<file path="config.mk">
export PLATFORM = sky130hd
export DESIGN_NAME = digit_serial_addsub
export DESIGN_NICKNAME = d
export VERILOG_FILES = /design/src/rtl/digit_serial_addsub.sv
export SDC_FILE = /design/constraint.sdc
export NUM_CORES = 1
export LEC_CHECK = 0
export ABC_CLOCK_PERIOD_IN_PS = 3300
export BUFFER_PORTS_ARGS = -buffer_cell sky130_fd_sc_hd__buf_4
export CAP_MARGIN = 20
export CORE_ASPECT_RATIO = 0.9
export CORE_MARGIN = 2
export CORE_UTILIZATION = 54
export CTS_BUF_LIST = sky130_fd_sc_hd__clkbuf_4 sky130_fd_sc_hd__clkbuf_8 sky130_fd_sc_hd__clkbuf_16
export CTS_CLUSTER_SIZE = 30
export DETAILED_ROUTE_END_ITERATION = 8
export GPL_TIMING_DRIVEN = 0
export PLACE_DENSITY_LB_ADDON = 0.25
export SLEW_MARGIN = 20
export SYNTH_ARGS = -nofsm -noshare
export SYNTH_HDL_FRONTEND = slang
export SYNTH_SLANG_ARGS = --single-unit
</file>
<file path="constraint.sdc">
create_clock -name clk -period 3.3 [get_ports clk]
set_input_delay 0.33 -clock clk [delete_from_list [all_inputs] [get_ports clk]]
set_output_delay 0.33 -clock clk [all_outputs]
set_load 0.05 [all_outputs]
</file>
<file path="src/rtl/digit_serial_addsub.sv">
// ============================================================================
// Module   : digit_serial_addsub (+ adder_subtractor4_rc slice)
// Brief    : NIBBLES*4-bit add/subtract computed one nibble per clock through
//            a single 4-bit ripple-carry add/sub slice.
// Revision : 1.0 - initial release
// ============================================================================
`default_nettype none

module adder_subtractor4_rc (
    input  logic [3:0] a,
    input  logic [3:0] b,
    input  logic       ci,
    input  logic       sub,
    output logic [3:0] g,
    output logic       co
);
    logic [3:0] w_bx;
    logic [4:0] w_c;

    always_comb begin
        w_bx   = b ^ {4{sub}};
        w_c    = 5'd0;
        w_c[0] = ci;
        g      = 4'd0;
        for (int i = 0; i < 4; i++) begin
            g[i]     = a[i] ^ w_bx[i] ^ w_c[i];
            w_c[i+1] = (a[i] & w_bx[i]) | (w_c[i] & (a[i] ^ w_bx[i]));
        end
        co = w_c[4];
    end
endmodule

module digit_serial_addsub #(
    parameter int NIBBLES = 4
) (
    input  logic                   clk,
    input  logic                   reset,
    input  logic                   start,
    input  logic                   op,
    input  logic [4*NIBBLES-1:0]   x,
    input  logic [4*NIBBLES-1:0]   y,
    output logic                   busy,
    output logic                   done,
    output logic [4*NIBBLES-1:0]   result,
    output logic                   carry_out,
    output logic                   overflow
);
    localparam int W  = 4 * NIBBLES;
    localparam int CW = (NIBBLES > 1) ? $clog2(NIBBLES) : 1;
    localparam logic [CW-1:0] C_LAST = CW'(NIBBLES - 1);

    localparam logic [1:0] ST_IDLE = 2'd0;
    localparam logic [1:0] ST_RUN  = 2'd1;
    localparam logic [1:0] ST_DONE = 2'd2;

    logic [1:0]    state_q, state_d;
    logic [W-1:0]  x_sh_q, x_sh_d;
    logic [W-1:0]  y_sh_q, y_sh_d;
    logic [W-1:0]  acc_q, acc_d;
    logic          op_q, op_d;
    logic          carry_q, carry_d;
    logic          xs_q, xs_d;
    logic          ys_q, ys_d;
    logic [CW-1:0] idx_q, idx_d;
    logic [W-1:0]  result_q, result_d;
    logic          carry_out_q, carry_out_d;
    logic          overflow_q, overflow_d;

    logic [3:0]    w_g;
    logic          w_co;
    logic [W+3:0]  w_cat;
    logic          w_ovf;

    adder_subtractor4_rc u_slice (
        .a   (x_sh_q[3:0]),
        .b   (y_sh_q[3:0]),
        .ci  (carry_q),
        .sub (op_q),
        .g   (w_g),
        .co  (w_co)
    );

    // Concatenate then shift so the NIBBLES=1 case needs no empty slice.
    assign w_cat = {w_g, acc_q} >> 4;
    assign w_ovf = op_q ? ((xs_q != ys_q) && (w_g[3] != xs_q))
                        : ((xs_q == ys_q) && (w_g[3] != xs_q));

    always_comb begin
        state_d     = state_q;
        x_sh_d      = x_sh_q;
        y_sh_d      = y_sh_q;
        acc_d       = acc_q;
        op_d        = op_q;
        carry_d     = carry_q;
        xs_d        = xs_q;
        ys_d        = ys_q;
        idx_d       = idx_q;
        result_d    = result_q;
        carry_out_d = carry_out_q;
        overflow_d  = overflow_q;
        case (state_q)
            ST_IDLE, ST_DONE: begin
                if (start) begin
                    x_sh_d  = x;
                    y_sh_d  = y;
                    op_d    = op;
                    xs_d    = x[W-1];
                    ys_d    = y[W-1];
                    carry_d = op;
                    idx_d   = '0;
                    state_d = ST_RUN;
                end else begin
                    state_d = ST_IDLE;
                end
            end
            ST_RUN: begin
                acc_d   = w_cat[W-1:0];
                carry_d = w_co;
                x_sh_d  = x_sh_q >> 4;
                y_sh_d  = y_sh_q >> 4;
                idx_d   = idx_q + 1'b1;
                if (idx_q == C_LAST) begin
                    result_d    = w_cat[W-1:0];
                    carry_out_d = w_co;
                    overflow_d  = w_ovf;
                    state_d     = ST_DONE;
                end
            end
            default: state_d = ST_IDLE;
        endcase
    end

    always_ff @(posedge clk or posedge reset) begin
        if (reset) begin
            state_q     <= ST_IDLE;
            x_sh_q      <= '0;
            y_sh_q      <= '0;
            acc_q       <= '0;
            op_q        <= 1'b0;
            carry_q     <= 1'b0;
            xs_q        <= 1'b0;
            ys_q        <= 1'b0;
            idx_q       <= '0;
            result_q    <= '0;
            carry_out_q <= 1'b0;
            overflow_q  <= 1'b0;
        end else begin
            state_q     <= state_d;
            x_sh_q      <= x_sh_d;
            y_sh_q      <= y_sh_d;
            acc_q       <= acc_d;
            op_q        <= op_d;
            carry_q     <= carry_d;
            xs_q        <= xs_d;
            ys_q        <= ys_d;
            idx_q       <= idx_d;
            result_q    <= result_d;
            carry_out_q <= carry_out_d;
            overflow_q  <= overflow_d;
        end
    end

    assign busy      = (state_q == ST_RUN);
    assign done      = (state_q == ST_DONE);
    assign result    = result_q;
    assign carry_out = carry_out_q;
    assign overflow  = overflow_q;

endmodule

`default_nettype wire

</file>
Word-level counts from Yosys, hierarchy flattened:

Cells that the tools add are included.

* bitwise logic cells: 21
* $add $sub $neg: 1
* reductions and logical operators: 8
* muxes and demuxes: 12
* eq/ne operators: 8

Operators with widths (count)
* $pmux W16 S2: 2
* $mux W16: 2
* $and A1 B1 Y1: 8
* $pmux W2 S2: 2
* $xor A1 B1 Y1: 8
* $reduce_and A2 Y1: 3
* $eq A2 B2 Y1 const B: 2
* $mux W2: 2
* $or A1 B1 Y1: 4
* $xor A4 B4 Y4: 1
* $mux W1: 3
* $add A2 B1 Y2 const B: 1
* $eq A2 B1 Y1 const B: 1
* $logic_and A1 B1 Y1: 2
* $logic_not A2 Y1: 1
* $ne A1 B1 Y1: 2
* $ne A2 B1 Y1 const B: 1
* $ne A2 B2 Y1 const B: 1
* $pmux W1 S2: 1
* $reduce_bool A2 Y1: 1
* $reduce_or A2 Y1: 1
* $eq A1 B1 Y1: 1

* bits in registers: 74
* bits of input ports: 36
* word-level logic and storage cells: 62
* output and inout port bits: 20

Longest topological paths before layout:

Gate-level depths: netlist of run 1.

* word-level depth: 12
* depth in mapped cells: 12
* mapped depth without buffers: 11

Hierarchy:

Synthesis of run 1 repeated with hierarchy kept, for this count alone.

* cell total of the unflattened synthesis: 265
* area total of the unflattened synthesis: 2926.6 µm²

Modules (own cells, without submodules)
* digit_serial_addsub: area each 2781.4 µm², instances 1, cells an instance 249
* adder_subtractor4_rc: area each 145.1 µm², instances 1, cells an instance 16

Least setup slack after synthesis of run 1:

No wires, ideal clock.

* path type: reg-to-reg
* from: register op_q
* to: register overflow_q, in the netlist overflow
* stages on the path, launching flop included: 13
* library setup time: 0.128 ns
* setup slack: 0.771 ns
* required time: 3.172 ns
* data arrival time: 2.400 ns
* path buffers: 1
* period minus slack after synthesis: 2.529 ns
* cells stage by stage: dfrtp_1 > buf_2 > xnor2_1 > fa_1 > inv_1 > fa_1 > inv_1 > fa_1 > inv_1 > fa_1 > nor2b_1 > mux2i_1 > o21ai_0

* word-level cells in the longest chain between the ends: 12
* elaborated cells on any way between the ends: 19
* those cells by class: eq/ne: 1; mux: 1; bitwise: 15; reduce/logical: 2

Ends and longest elaborated chain
* start, declared: line 60 `logic op_q, op_d;`
* start signal, assigned: line 152 `op_q <= op_d;`
* $xor A4 B4 Y4 (*): line 21 `w_bx = b ^ {4{sub}};`
* $xor A1 B1 Y1: line 27 `w_c[i+1] = (a[i] & w_bx[i]) | (w_c[i] & (a[i] ^ w_bx[i]));`
* $and A1 B1 Y1: line 27
* $or A1 B1 Y1: line 27
* $and A1 B1 Y1: line 27
* $or A1 B1 Y1: line 27
* $and A1 B1 Y1: line 27
* $or A1 B1 Y1: line 27
* $xor A1 B1 Y1 (*): line 26 `g[i] = a[i] ^ w_bx[i] ^ w_c[i];`
* net u_slice.g[3]: line 14 `output logic [3:0] g,`
* $ne A1 B1 Y1 (*): line 85, 86
* $logic_and A1 B1 Y1, on equally long branches: line 86, 85
* $mux W1 (*): line 85 `assign w_ovf = op_q ? ((xs_q != ys_q) && (w_g[3] != xs_q))`
* end signal, assigned: line 159 `overflow_q <= overflow_d;`
* end, declared: line 67 `logic overflow_q, overflow_d;`

The timed path passes the listed nets; every way through them passes the cells marked *.
A chain may end at the register's enable or synchronous reset.

Worst setup path in the final report of run 1:

Ends and elaborated chain as after synthesis.

==> results of run 1 <==
-- area by class of cell --
cell class                 instances  area (sq um)
clock buffer                      10           138
fill                             407          1550
buffer                            19          97.6
sequential                        70          1750
clock inverter                     6           109
multi-input combinational        165          1020
inverter                           9          38.8
timing repair buffer              57           443
tap                               67          83.8
-- routing by layer --
layer  wire length (um)  part of all wire  GRT usage
met3                418             0.063     0.0872
met2               3270              0.49      0.372
met4                138             0.021     0.0979
met5                  0                 0          0
met1               2810              0.42      0.329
-- critical path, delay by kind of cell, from the launching register on --
family                     cells  cell delay, ps
adders and majority gates      4            1360
buffers and inverters          4             390
DFF                            1             360
and+or+nand+nor                1             170
xor gates and xnor gates       1             150
muxes                          1             120
AOI/OAI and AO/OA              1              90
-- power breakdown --
group	internal, mW	switching (mW)	total (mW)
clock network	0.521	0.317	0.837
logic	0.838	1.34	2.18
registers	1.28	0.249	1.53
total	2.64	1.90	4.54
-- final timing paths --
check / from / endpoint / cells past startpoint
worst min register to register: acc_q[6] / acc_q[6] / 2
worst min-delay path: x[14] / x_sh_q[14] / 2
min in group asynchronous: reset / acc_q[9] / 3
worst max-delay path: op_q / overflow / 12
max in group asynchronous: reset / y_sh_q[3] / 4
worst max register to register: op_q / overflow / 12
-- sequential cells by signal, indices dropped and copies added (netlist names) --
register	cells
carry_out	1
x_sh_q	16
ys_q	1
y_sh_q	16
carry_q	1
overflow	1
xs_q	1
acc_q	12
result	16
op_q	1
idx_q	2
state_q	2
-- cells in the final DEF (no fill, tap or decap), types with 3 or more instances in the layout --
| master | instances |
|---|---|
| dfrtp_1 | 70 |
| a22o_1 | 9 |
| o22ai_1 | 24 |
| buf_2 | 15 |
| inv_1 | 7 |
| xnor2_1 | 3 |
| o21ai_0 | 7 |
| nand2_1 | 41 |
| nor2_1 | 22 |
| bufinv_16 | 3 |
| clkbuf_8 | 10 |
| nor2b_1 | 4 |
| fa_1 | 4 |
| buf_4 | 57 |
| mux2_2 | 15 |
| nor3_1 | 22 |
-- cells by family (layout without fill, tap and decap cells) --
| family | count (synthesis) | in the layout | share of synthesized area |
|---|---|---|---|
| muxes | 16 | 16 | 0.0617 |
| xor gates and xnor gates | 5 | 5 | 0.0151 |
| adders and majority gates | 5 | 5 | 0.0319 |
| and+or+nand+nor | 95 | 95 | 0.141 |
| DFF | 70 | 70 | 0.604 |
| AOI/OAI and AO/OA | 44 | 44 | 0.100 |
| buffers and inverters | 28 | 101 | 0.0461 |
==> impl_summary.log, run 1 <==
INFO  metric status = finished, final reports clean
INFO  metric rsz_0062_raised_after_global_routing = false
INFO  metric regToRegSetupSlack = 540 ps
INFO  metric report.final.setup_viol = 0
INFO  metric timing.hold.worst.class = in -> reg
INFO  metric design.die.area = 5980 sq um
INFO  metric relSlewSlack = 0.677
INFO  metric async_reset_ff_frac = 1.00
INFO  metric clock_tree_from_tritoncts = done
INFO  metric timing_worst_slew_pin_value = 484 ps
INFO  metric finalWirelength = 6640 um
INFO  metric area_delta_synth_final = 26.7%
INFO  metric syn_area = 2900 sq um
INFO  metric path_max_fanout = 6
INFO  metric num_io_pins = 56
INFO  metric synth_seq_area_share = 0.604
INFO  metric clk_latency = 350 ps
INFO  metric synthesized_net_count = 304
INFO  metric netlist.area_leader.share = 0.604
INFO  metric slew_violations = 0
INFO  metric final.setup_skew = 5.93 ps
INFO  metric static-leakage-power = 1.81 nW
INFO  metric count_of_synthesis_stage_warnings_from_yosys = 0
INFO  metric die_y = 73.5 um
INFO  metric final_critical_path_setup_slack = 535 ps
INFO  metric clock_tree.buffer_depth = 2
INFO  metric synth.cells.most_frequent = dfrtp_1, nand2_1, o22ai_1
INFO  metric syn_avg_cell_area = 11.0 sq um
INFO  metric drt-vias-per-instance = 5.55
INFO  metric route.detailed.drc = 0
INFO  metric max_freq = 362 MHz
INFO  metric timing.critical_path.cells = buf_2, xnor2_1, fa_1, inv_1, fa_1, inv_1, fa_1, inv_1, fa_1, nor2b_1, mux2i_1, o21ai_0
INFO  metric synth.lib_cells_used.distinct = 27
INFO  metric synth_most_common_cell = dfrtp_1
INFO  metric placed_cells_incl_taps = 386
INFO  metric timing.critical_path.arrival = 2990 ps
INFO  metric num_antenna_cells = 0
INFO  metric drt.antenna.violating_nets = 0
INFO  metric grt_util_all_layers = 0.247
INFO  metric nNetsFinal = 372
INFO  metric slowest_delay = 490 ps
INFO  metric post-cts-setup-buffer-count = 0
INFO  metric synth_largest_area_cell = dfrtp_1
INFO  metric cellPowerDensity = 1230 nW/um^2
INFO  metric fp.coreArea = 5220 sq um
INFO  metric synthesis.instances = 263
INFO  metric final_cycle_share = 0.838
INFO  metric first_global_vias = 2210
INFO  metric ys_ff_latch = 70
INFO  metric grt.overflow.total = 0
INFO  metric clockRootBuffer = clkbuf_8
INFO  metric drt-pass1-iter-count = 5
INFO  metric holdBufCountCts = 1
INFO  metric crit_path_frequent_cell = fa_1
INFO  metric cts_num_sinks = 70
INFO  metric worstSetupPathType = reg -> reg
INFO  metric final_area = 3680 sq um
INFO  metric cts_buffers = 9
INFO  metric report.final.hold_viol_count = 0
INFO  metric place.gp.congestion = 0.871
INFO  metric fin_util = 0.704
INFO  metric startpoint_type = flip-flop
INFO  metric routed_wire_length_per_instance = 16.5 um
INFO  metric synthTopCellsByArea = dfrtp_1, mux2_2, nand2_1, o22ai_1, nor3_1
INFO  metric layoutNonFillerInstCount = 403
INFO  metric timing.critical_path.required = 3520 ps
INFO  metric placed_area = 3420 sq um
INFO  metric antenna_violations_before_repair = 0
INFO  metric detailed_place_hpwl = 4700 um
INFO  metric grt_max_degree = 38
INFO  metric initial_utilization = 0.555
INFO  metric clk_pin_slew_worst_paths = 70 ps
INFO  metric htree_levels = 3
INFO  metric final_worst_path_period_need = 2760 ps
INFO  metric worstSetupEndpointType = flip-flop
INFO  metric vias = 2236
INFO  metric max_cap_viol_count = 0
INFO  metric post_synth_edffs = 0
INFO  metric detailedRoute.firstIterationViolations = 169
INFO  metric dieWidth = 81.3 um
INFO  metric grt_first_pass_wirelength = 10600 um
INFO  metric timing.critical_path.slowest_stage_cell = fa_1
INFO  metric fin_setup_tns = 0 ps
INFO  metric post-layout-total-power = 4.54 mW
INFO  metric peakVddDrop = 0.000675 V
INFO  metric hold-worst-slack = 204 ps
INFO  metric final_layout_size_suffix_gt1_frac = 0.318
INFO  metric place_worst_setup_slack = 493 ps
INFO  metric number_of_buffers_inserted_by_port_buffering = 55
INFO  metric ys_dominant_reg_cell = dfrtp_1
INFO  metric std_cell_rows = 25
INFO  metric post_cts_resize_count = 0
No activity file was read; power rests on OpenSTA's default activity.
==> run 2, diff against run 1 <==
Settings changed: ABC_CLOCK_PERIOD_IN_PS 3300 to 2600.
Clock period 3.3 ns to 2.6 ns, I/O delays scaled along.
==> impl_summary.log, run 2 (same netlist as run 1, synthesis figures left out) <==
INFO  metric place.gp.congestion = 0.871
INFO  metric place_worst_setup_slack = -207 ps
INFO  metric report.final.setup_viol = 0
INFO  metric detailed_place_hpwl = 4700 um
INFO  metric design.die.area = 5980 sq um
INFO  metric clockRootBuffer = clkbuf_8
INFO  metric status = finished, final reports clean
INFO  metric fp.coreArea = 5220 sq um
INFO  metric route.detailed.drc = 0
INFO  metric comb_power_share = 0.491
INFO  metric most-common-layout-cells = dfrtp_1, buf_4, nand2_1
INFO  metric slew_violations = 0
INFO  metric relSlewSlack = 0.678
INFO  metric mostFrequentLayoutCell = dfrtp_1
INFO  metric reg2reg_end = overflow
INFO  metric max_freq = 397 MHz
INFO  metric final.setup_skew = 7.39 ps
INFO  metric proportion_of_total_power_due_to_net_switching = 0.418
INFO  metric final_layout_size_suffix_gt1_frac = 0.344
INFO  metric rsz_0062_raised_after_global_routing = false
INFO  metric final_critical_path_setup_slack = 79.0 ps
INFO  metric crit_start = op_q
INFO  metric hold-worst-slack = 131 ps
INFO  metric timing.rr.start = op_q
INFO  metric initial_utilization = 0.555
INFO  metric path_max_fanout = 4
INFO  metric finalWirelength = 6730 um
INFO  metric regToRegSetupSlack = 80 ps
INFO  metric startpoint_type = flip-flop
INFO  metric htree_levels = 3
INFO  metric cts_num_sinks = 70
INFO  metric p_switching = 2.48 mW
INFO  metric nNetsFinal = 373
INFO  metric final_worst_path_period_need = 2520 ps
INFO  metric rr_worst_depth = 11
INFO  metric detailedRoute.firstIterationViolations = 157
INFO  metric grt_first_pass_wirelength = 10700 um
INFO  metric timing.critical_path.required = 2830 ps
INFO  metric vias = 2253
INFO  metric crit_path_end = overflow
INFO  metric antenna_violations_before_repair = 0
INFO  metric drt-pass1-iter-count = 4
INFO  metric post-layout-total-power = 5.93 mW
INFO  metric static-leakage-power = 1.82 nW
INFO  metric std_cell_rows = 25
INFO  metric peakVddDrop = 0.000855 V
INFO  metric routed_wire_length_per_instance = 16.7 um
INFO  metric clk_latency = 350 ps
INFO  metric final_cycle_share = 0.970
INFO  metric fin_util = 0.709
INFO  metric cts_buffers = 9
INFO  metric pwr-share-seq = 0.330
INFO  metric timing.critical_path.arrival = 2750 ps
INFO  metric number_of_buffers_inserted_by_port_buffering = 55
INFO  metric worstSetupPathType = reg -> reg
INFO  metric clk_pin_slew_worst_paths = 70 ps
INFO  metric clock_tree_from_tritoncts = done
INFO  metric timing.hold.worst.class = in -> reg
INFO  metric die_y = 73.5 um
INFO  metric first_global_vias = 2222
INFO  metric cellPowerDensity = 1600 nW/um^2
INFO  metric grt.overflow.total = 0
INFO  metric drt-vias-per-instance = 5.58
INFO  metric area_delta_synth_final = 27.7%
INFO  metric max_cap_viol_count = 0
INFO  metric drt.antenna.violating_nets = 0
INFO  metric clock_tree.buffer_depth = 2
INFO  metric grt_max_degree = 38
INFO  metric grt_util_all_layers = 0.249
INFO  metric internal_power = 3.45 mW
INFO  metric report.final.hold_viol_count = 0
INFO  metric dieWidth = 81.3 um
INFO  metric timing_worst_slew_pin_value = 484 ps
INFO  metric pwr-share-clk = 0.179
INFO  metric num_io_pins = 56
INFO  metric worstSetupEndpointType = flip-flop
INFO  metric min_from = y[13]
INFO  metric num_antenna_cells = 0
==> run 2: area by class of cell <==
cell class | instances | area, sq um
multi-input combinational | 165 | 1030
inverter | 9 | 38.8
sequential | 70 | 1750
fill | 401 | 1520
buffer | 18 | 92.6
clock buffer | 10 | 138
tap | 67 | 83.8
clock inverter | 6 | 109
timing repair buffer | 59 | 458
==> run 2: power by group through the flow <==
stage | sequential [mW] | combinational (mW) | clock (mW)
after global placement | 1.92 | 2.66 | 0
final | 1.95 | 2.91 | 1.06
after global routing | 2.01 | 3.18 | 1.12
after CTS | 1.94 | 2.89 | 1.08
after detailed placement | 1.95 | 2.77 | 0
after floorplan | 2.30 | 1.57 | 0
==> run 2: per-stage QoR <==
stage          cell area, sq um  TNS, ps  std cells
4_1_cts                    3690        0        404
2_1_floorplan              2900        0        263
3_3_place_gp               3400   -16770        385
3_5_place_dp               3420     -305        386
5_1_grt                    3710        0        404
6_report                   3710        0        404
==> run 2: worst min-delay path by stage <==
stage	to	slack, ps	cells past startpoint
after floorplan	xs_q	370	2
after global placement	acc_q[7]	460	2
after detailed placement	result[5]	300	2
after CTS	x_sh_q[12]	120	2
after global routing	x_sh_q[14]	120	2
final	y_sh_q[13]	130	2
==> run 2: layer usage <==
layer,global-route usage,routed length [um],vias up
li1,-,-,1035
met1,0.333,2830,1113
met2,0.369,3350,90
met3,0.0872,394,15
met4,0.113,158,0
met5,0,0,-
==> run 2: repair_timing <==
item                                    in CTS  in global routing
hold endpoints to repair                    33                  0
pin swaps                                    1                  1
endpoints found under the setup margin       2                  1
buffers inserted                             2                  0
hold buffers                                 1                  0
resized for setup                            5                  4
==> run 2: worst max-delay path, cell delays in order (launching register included) <==
cell and delay, ps:
dfrtp_2 430, xnor2_2 150, fa_2 340, inv_2 60
fa_2 170, inv_1 50, fa_2 330, inv_2 70
fa_2 460, nor2b_1 150, mux2i_1 130, o21ai_1 80
